===== config.mk =====
export PLATFORM = sky130hd
export DESIGN_NAME = rr_arbiter_8way
export DESIGN_NICKNAME = d
export VERILOG_FILES = /design/src/rtl/rr_arbiter_8way.sv
export SDC_FILE = /design/constraint.sdc
export NUM_CORES = 1
export LEC_CHECK = 0
export CORE_AREA = 3 3 68 70
export CTS_BUF_LIST = sky130_fd_sc_hd__clkbuf_8
export DETAILED_ROUTE_END_ITERATION = 10
export DIE_AREA = 0 0 71 73
export PLACE_DENSITY = 0.76
export SLEW_MARGIN = 40
export SYNTH_ARGS = -nofsm -noshare
export SYNTH_HDL_FRONTEND = slang
export SYNTH_SLANG_ARGS = --single-unit

===== constraint.sdc =====
create_clock -name clk -period 5.4 [get_ports clk]
set_clock_uncertainty 0.1 [all_clocks]
set_input_delay 0.54 -clock clk [delete_from_list [all_inputs] [get_ports clk]]
set_output_delay 0.54 -clock clk [all_outputs]
set_load 0.01 [all_outputs]

===== src/rtl/rr_arbiter_8way.sv =====
// rr_arbiter_8way: round-robin owner arbiter for 8 requesters with release, drop and hold-limit handoff.
module rr_arbiter_8way #(
  parameter int MAX_HOLD = 16,
  parameter int CNT_W    = 5
) (
  input  logic       clk,
  input  logic       reset,
  input  logic [7:0] req,
  input  logic       rel,
  output logic [7:0] grant,
  output logic [2:0] grant_id,
  output logic       busy,
  output logic       timeout
);
  typedef enum logic {IDLE, OWNED} state_t;
  localparam logic [CNT_W-1:0] hold_cap = (MAX_HOLD == 0) ? {CNT_W{1'b1}} : CNT_W'(MAX_HOLD);
  state_t           state, state_n;
  logic [CNT_W-1:0] cnt, cnt_n;
  logic [2:0]       ptr, ptr_n, id_n, base, idx, win;
  logic [7:0]       cand;
  logic             found, drop, lim, ending, timeout_n;
  always_comb begin
    base = (state == OWNED) ? grant_id + 3'd1 : ptr;
    cand = (state == OWNED) ? req & ~(8'd1 << grant_id) : req;
    found = 1'b0;
    win = '0;
    idx = '0;
    for (int i = 0; i < 8; i++) begin
      idx = base + 3'(i);
      if (!found && cand[idx]) begin
        found = 1'b1;
        win = idx;
      end
    end
  end
  always_comb begin
    drop = !req[grant_id];
    lim = (MAX_HOLD != 0) && (cnt == hold_cap);
    ending = rel || drop || lim;
    state_n = state;
    cnt_n = cnt;
    ptr_n = ptr;
    id_n = grant_id;
    timeout_n = 1'b0;
    if (state == IDLE) begin
      if (found) begin
        state_n = OWNED;
        id_n = win;
        cnt_n = CNT_W'(1);
      end
    end else if (!ending) begin
      cnt_n = (cnt == hold_cap) ? cnt : cnt + CNT_W'(1);
    end else begin
      ptr_n = grant_id + 3'd1;
      timeout_n = lim && !rel && !drop;
      // a timed-out owner is excluded by the mask and never re-granted in the same edge
      if (found) begin
        id_n = win;
        cnt_n = CNT_W'(1);
      end else if (rel && req[grant_id]) begin
        cnt_n = CNT_W'(1);
      end else begin
        state_n = IDLE;
        id_n = '0;
        cnt_n = '0;
      end
    end
  end
  always_ff @(posedge clk or posedge reset) begin
    if (reset) begin
      state <= IDLE;
      cnt <= '0;
      ptr <= '0;
      grant <= '0;
      grant_id <= '0;
      busy <= 1'b0;
      timeout <= 1'b0;
    end else begin
      state <= state_n;
      cnt <= cnt_n;
      ptr <= ptr_n;
      grant <= (state_n == OWNED) ? 8'd1 << id_n : 8'd0;
      grant_id <= id_n;
      busy <= state_n == OWNED;
      timeout <= timeout_n;
    end
  end
endmodule


==> results.cfg, run 1 <==
[logic_synthesis]
yosysTopAreaCell = dfrtp_1
synth_nets = 259
synth-seq-area-share_pct = 23.8
yosysMostFrequentCell = nand2_1
yosys_most_used_dff = dfrtp_1
synth-edff-count = 0
post_synth_num_cell_types = 59
synth.avg_cell_area_um2 = 9.29
synth_top_area_share_pct = 23.8
synth_common_cells = nand2_1 (26), dfrtp_1 (21), o21ai_0 (16)
synthCells = 238
yosys-top-cells-area = dfrtp_1 (24%), mux4_2 (10%), ha_1 (5.7%)
synthArstFlopShare_pct = 100
syn_area_um2 = 2210
yosys_register_bits = 21
yosys_warnings = 0

[grt]
grt_pass1_vias = 1828
grt_max_degree = 27
grt_usage_pct = 20.9
grt_pass1_wl_um = 8740
overflow = 0
grt_antenna_before_repair = 0

[sta]
setup_violations = 0
finalMaxSlewViolations = 0
tns_ps = 0
relSlewSlack_pct = 49.9
final.min_clock_period_ps = 4390
final.period_utilization_pct = 81.2
clock.fmax_ghz = 0.228
finalHoldViolCount = 0
rsz0062_at_grt = no
worstMarginPinSlew_ps = 745

[die]
die_y_um = 73
initial_core_util_pct = 54.9
num_rows = 23
core_area_um2 = 4030
die_x_um = 71
die_area_um2 = 5180
io_pins = 24

[route]
wl_per_cell_um = 17.1
drt-vias-per-instance = 6.42
via_count = 1957
final_antenna_net_count = 0
drc = 0
dr.pass1.iters = 4
drt_iter0_drc = 221
routed_wl_um = 5200

[clocking]
cts-hold-fix-buffers = 0
post_cts_buffers = 0
clk_path_buf_depth = 2
clkLatencyLatePin_ps = 260
clk_pin_slew_ps = 70
post_cts_resized = 0
cts_tree = built
cts_htree_levels = 1
cts-buffers-inserted = 3
cts_sinks = 21
cts-root-buf = clkbuf_8

[worst_setup_path]
reg2reg_slack_ps = 1010
critPathKind = register to register
cp_max_fo = 10
start_kind = register
required_ps = 5460
arrival_ps = 4440
cp-end-kind = register

[place]
place_congestion = 0.943
port_buffers = 23
hpwl_um = 4060

[cells_and_area]
areaGrowthSynthToFinish_pct = 12.3
layout.nets = 277
antennaDiodeCount = 0
drive_gt1_share_pct = 15.3

[flow_run]
maxCapViolCount = 0

[run_status]
status = complete, no violations

[min_path]
hp-class = register to register
## worst max-delay path, cell delays in order, from the launching register on
cell and delay (ps):
dfrtp_1 540, inv_1 180, ha_1 330, mux2_4 260, clkinv_8 90, ha_1 540
mux4_2 640, mux2_2 350, nor3b_1 150, a2111o_1 440, a211o_1 310, and3_1 180
and3_1 170
## per-stage QoR
stage	instance area, um2	instances	hold WS [ps]	utilization [%]	setup slack (ps)
4_1_cts	2480	305	398	61.6	1030
2_1_floorplan	2210	238	342	-	1180
3_5_place_dp	2440	301	388	60.5	1050
6_report	2480	305	391	61.6	1010
5_1_grt	2480	305	428	61.6	785
3_3_place_gp	2430	301	373	60.4	1100
## cell type report
type | instances | area, um2
repair buffers | 23 | 230
fillers | 346 | 1550
clock inverters | 1 | 5.00
multi-input cells | 194 | 1550
flip-flops and latches | 21 | 527
well taps | 50 | 62.6
clock buffers | 3 | 41.3
inverters | 13 | 63.8
## cell families (layout without fill, tap and decap cells)
| kind of cell | count (synthesis) | count (layout) | synth area share [%] |
|---|---|---|---|
| DFF | 21 | 21 | 23.8 |
| adders and majority gates | 10 | 10 | 5.66 |
| muxes | 21 | 21 | 15.5 |
| AOI/OAI and AO/OA | 67 | 67 | 22.3 |
| and+or+nand+nor | 92 | 92 | 25.1 |
| xor gates and xnor gates | 4 | 4 | 1.58 |
| buffers and inverters | 23 | 40 | 6.11 |
## worst paths after layout
check / startpoint / endpoint / cells past startpoint
min in group asynchronous: reset / timeout / 2
max reg2reg: grant_id[0] / grant[3] / 12
max in group asynchronous: reset / state / 2
min: cnt[4] / cnt[4] / 1
max: grant_id[0] / grant[3] / 12
min reg2reg: cnt[4] / cnt[4] / 1
## flip-flops by register name, indices dropped and copies added (netlist names)
name / cells
cnt: 5
grant: 8
grant_id: 3
ptr: 3
state: 1
timeout: 1
## per-layer routing
| layer | wire length (um) | vias to the layer above | global-route usage, % | share of wire, % |
|---|---|---|---|---|
| li1 | - | 951 | - | - |
| met1 | 2400 | 927 | 29.1 | 46 |
| met2 | 2430 | 75 | 33.6 | 47 |
| met3 | 356 | 4 | 4.96 | 6.8 |
| met4 | 23 | 0 | 3.55 | 0.44 |
| met5 | 0 | - | 0 | 0 |
## cell usage in the layout, fill, tap and decap left out, types with 6 or more instances in the layout
cell type	instances
and2_1	8
nor3_1	10
nor2_1	8
nand2_1	26
o21ai_0	16
inv_1	9
and3_1	6
o211ai_1	8
nand3_1	11
dfrtp_1	20
mux4_2	10
mux2i_1	8
ha_1	10
clkdlybuf4s50_1	23
Power of run 1 is not shown: default switching activity piles up to over one toggle a cycle in this logic, so the estimate is an artifact.
==> run 2, diff against run 1 <==
==> constraint.sdc (replaced) <==
create_clock -name clk -period 4.4 [get_ports clk]
set_clock_uncertainty 0.1 [all_clocks]
set_input_delay 0.44 -clock clk [delete_from_list [all_inputs] [get_ports clk]]
set_output_delay 0.44 -clock clk [all_outputs]
set_load 0.01 [all_outputs]
==> run 2 against run 1 <==
  * Via count up 0.87%
  * Global-route usage increased by 0.82 points
  * Largest cell class unchanged
  * Count of clock-buffer cells in the layout unchanged
  * First-iteration DRC count decreased by 40%
  * Worst setup slack worse by 740 ps
  * Critical path type unchanged
  * Routed wire length is 4.2% higher
  * Flip-flop and latch count stayed put
  * Cell count rose by 2.3%
  * Non-clock buffer count up 7
  * Maximum frequency is 6.3% higher
  * Utilization is 1.3 points higher
==> results.cfg, run 2 (synthesis results as in run 1) <==
[clocking]
cts-root-buf = clkbuf_8
post_cts_resized = 0
cts_tree = built
cts-buffers-inserted = 3
post_cts_buffers = 0
clkLatencyLatePin_ps = 260
cts-hold-fix-buffers = 0
clk_path_buf_depth = 2
cts_sinks = 21
cts_htree_levels = 1
clk_pin_slew_ps = 80

[grt]
grt_pass1_vias = 1864
grt_antenna_before_repair = 0
grt_max_degree = 22
overflow = 0
grt_pass1_wl_um = 9020
grt_usage_pct = 21.7

[route]
drt_iter0_drc = 133
wl_per_cell_um = 17.4
drc = 0
drt-vias-per-instance = 6.33
final_antenna_net_count = 0
routed_wl_um = 5420
via_count = 1974
dr.pass1.iters = 4

[cells_and_area]
top_register = grant
final_cell_mix = nand2_1 (26), clkdlybuf4s50_1 (23), dfrtp_1 (21)
utilization_pct = 62.9
reg_top3 = grant: 8 flops, cnt: 5 flops
antennaDiodeCount = 0
areaGrowthSynthToFinish_pct = 14.6
regArea_um2 = 526
postLayoutCellArea_um2 = 2530
layout.nets = 284
fillCellCount = 343
multi_input_area_um2 = 1550
final_common_cell = nand2_1
drive_gt1_share_pct = 16.8
largest_reg_flops = 8

[sta]
setup_violations = 0
final.period_utilization_pct = 93.8
worstMarginPinSlew_ps = 724
finalMaxSlewViolations = 0
rsz0062_at_grt = no
final.min_clock_period_ps = 4130
tns_ps = 0
clock.fmax_ghz = 0.242
finalHoldViolCount = 0
relSlewSlack_pct = 51.4

[min_path]
hp-class = register to register
whs_endpoint = cnt[4]
holdPathStages = 1
min-delay-start = cnt[4]

[die]
core_area_um2 = 4030
io_pins = 24
initial_core_util_pct = 54.9
die_x_um = 71
num_rows = 23
die_y_um = 73
die_area_um2 = 5180

[worst_setup_path]
critPathKind = register to register
path_cells = inv_1 > ha_1 > mux2_4 > clkinv_8 > ha_1 > mux4_2 > nor4_2 > nor4_2 > buf_4 > nor4_4 > o211ai_1 > o211ai_2 > and3_1
reg2reg_slack_ps = 270
cp-end-kind = register
reg2reg_depth = 13
start_kind = register
slowest_delay_ps = 680
required_ps = 4500
rr_startpoint = grant_id[0]
cp.buffers_inverters = 3
arrival_ps = 4220
critPathSlowestCell = mux4_2
regToRegEndpoint = grant[3]
cp_max_fo = 10
cp_top_family = simple AND/OR/NAND/NOR gates

[flow_run]
maxCapViolCount = 0

[run_status]
status = complete, no violations

[place]
hpwl_um = 4320
port_buffers = 23
placed_area_um2 = 2490
place_congestion = 0.898
-- run 2: worst max path at each step --
stage	start	endpoint	slack [ps]	cells after the start
after floorplan	grant_id[0]	grant[3]	180	14
final	grant_id[0]	grant[3]	270	13
after CTS	grant_id[0]	grant[2]	290	13
after global placement	grant_id[0]	grant[3]	350	12
after global routing	grant_id[0]	grant[3]	40	13
after detailed placement	grant_id[0]	grant[2]	310	13
-- run 2: worst reg2reg max path, cell delays in order (launching register included) --
cell,delay [ps]
dfrtp_1,350
inv_1,90
ha_1,310
mux2_4,260
clkinv_8,90
ha_1,560
mux4_2,690
nor4_2,280
nor4_2,80
buf_4,170
nor4_4,470
o211ai_1,180
o211ai_2,210
and3_1,230
-- run 2: area by class of cell --
class,instances,share of cell area (%)
clock inverter,1,0.296
clock buffer,3,1.63
timing repair buffer,30,11.2
sequential,21,20.7
inverter,13,2.52
tap,50,2.47
multi-input combinational,194,61.2
-- run 2: layer usage --
layer  up-vias  track usage [%]  wire length, um
met5         -                0                0
met4         0             1.88               10
met3         3             3.31              364
met2        71             36.3             2620
met1       932             31.1             2430
li1        968                -                -
-- run 2: through the flow --
stage / setup WS, ps / std cells / hold WS, ps
3_3_place_gp: 351 / 308 / 364
2_1_floorplan: 176 / 238 / 317
3_5_place_dp: 307 / 308 / 372
5_1_grt: 44.3 / 312 / 432
4_1_cts: 285 / 312 / 390
6_report: 273 / 312 / 383
Power of run 2 is left out for the same reason.
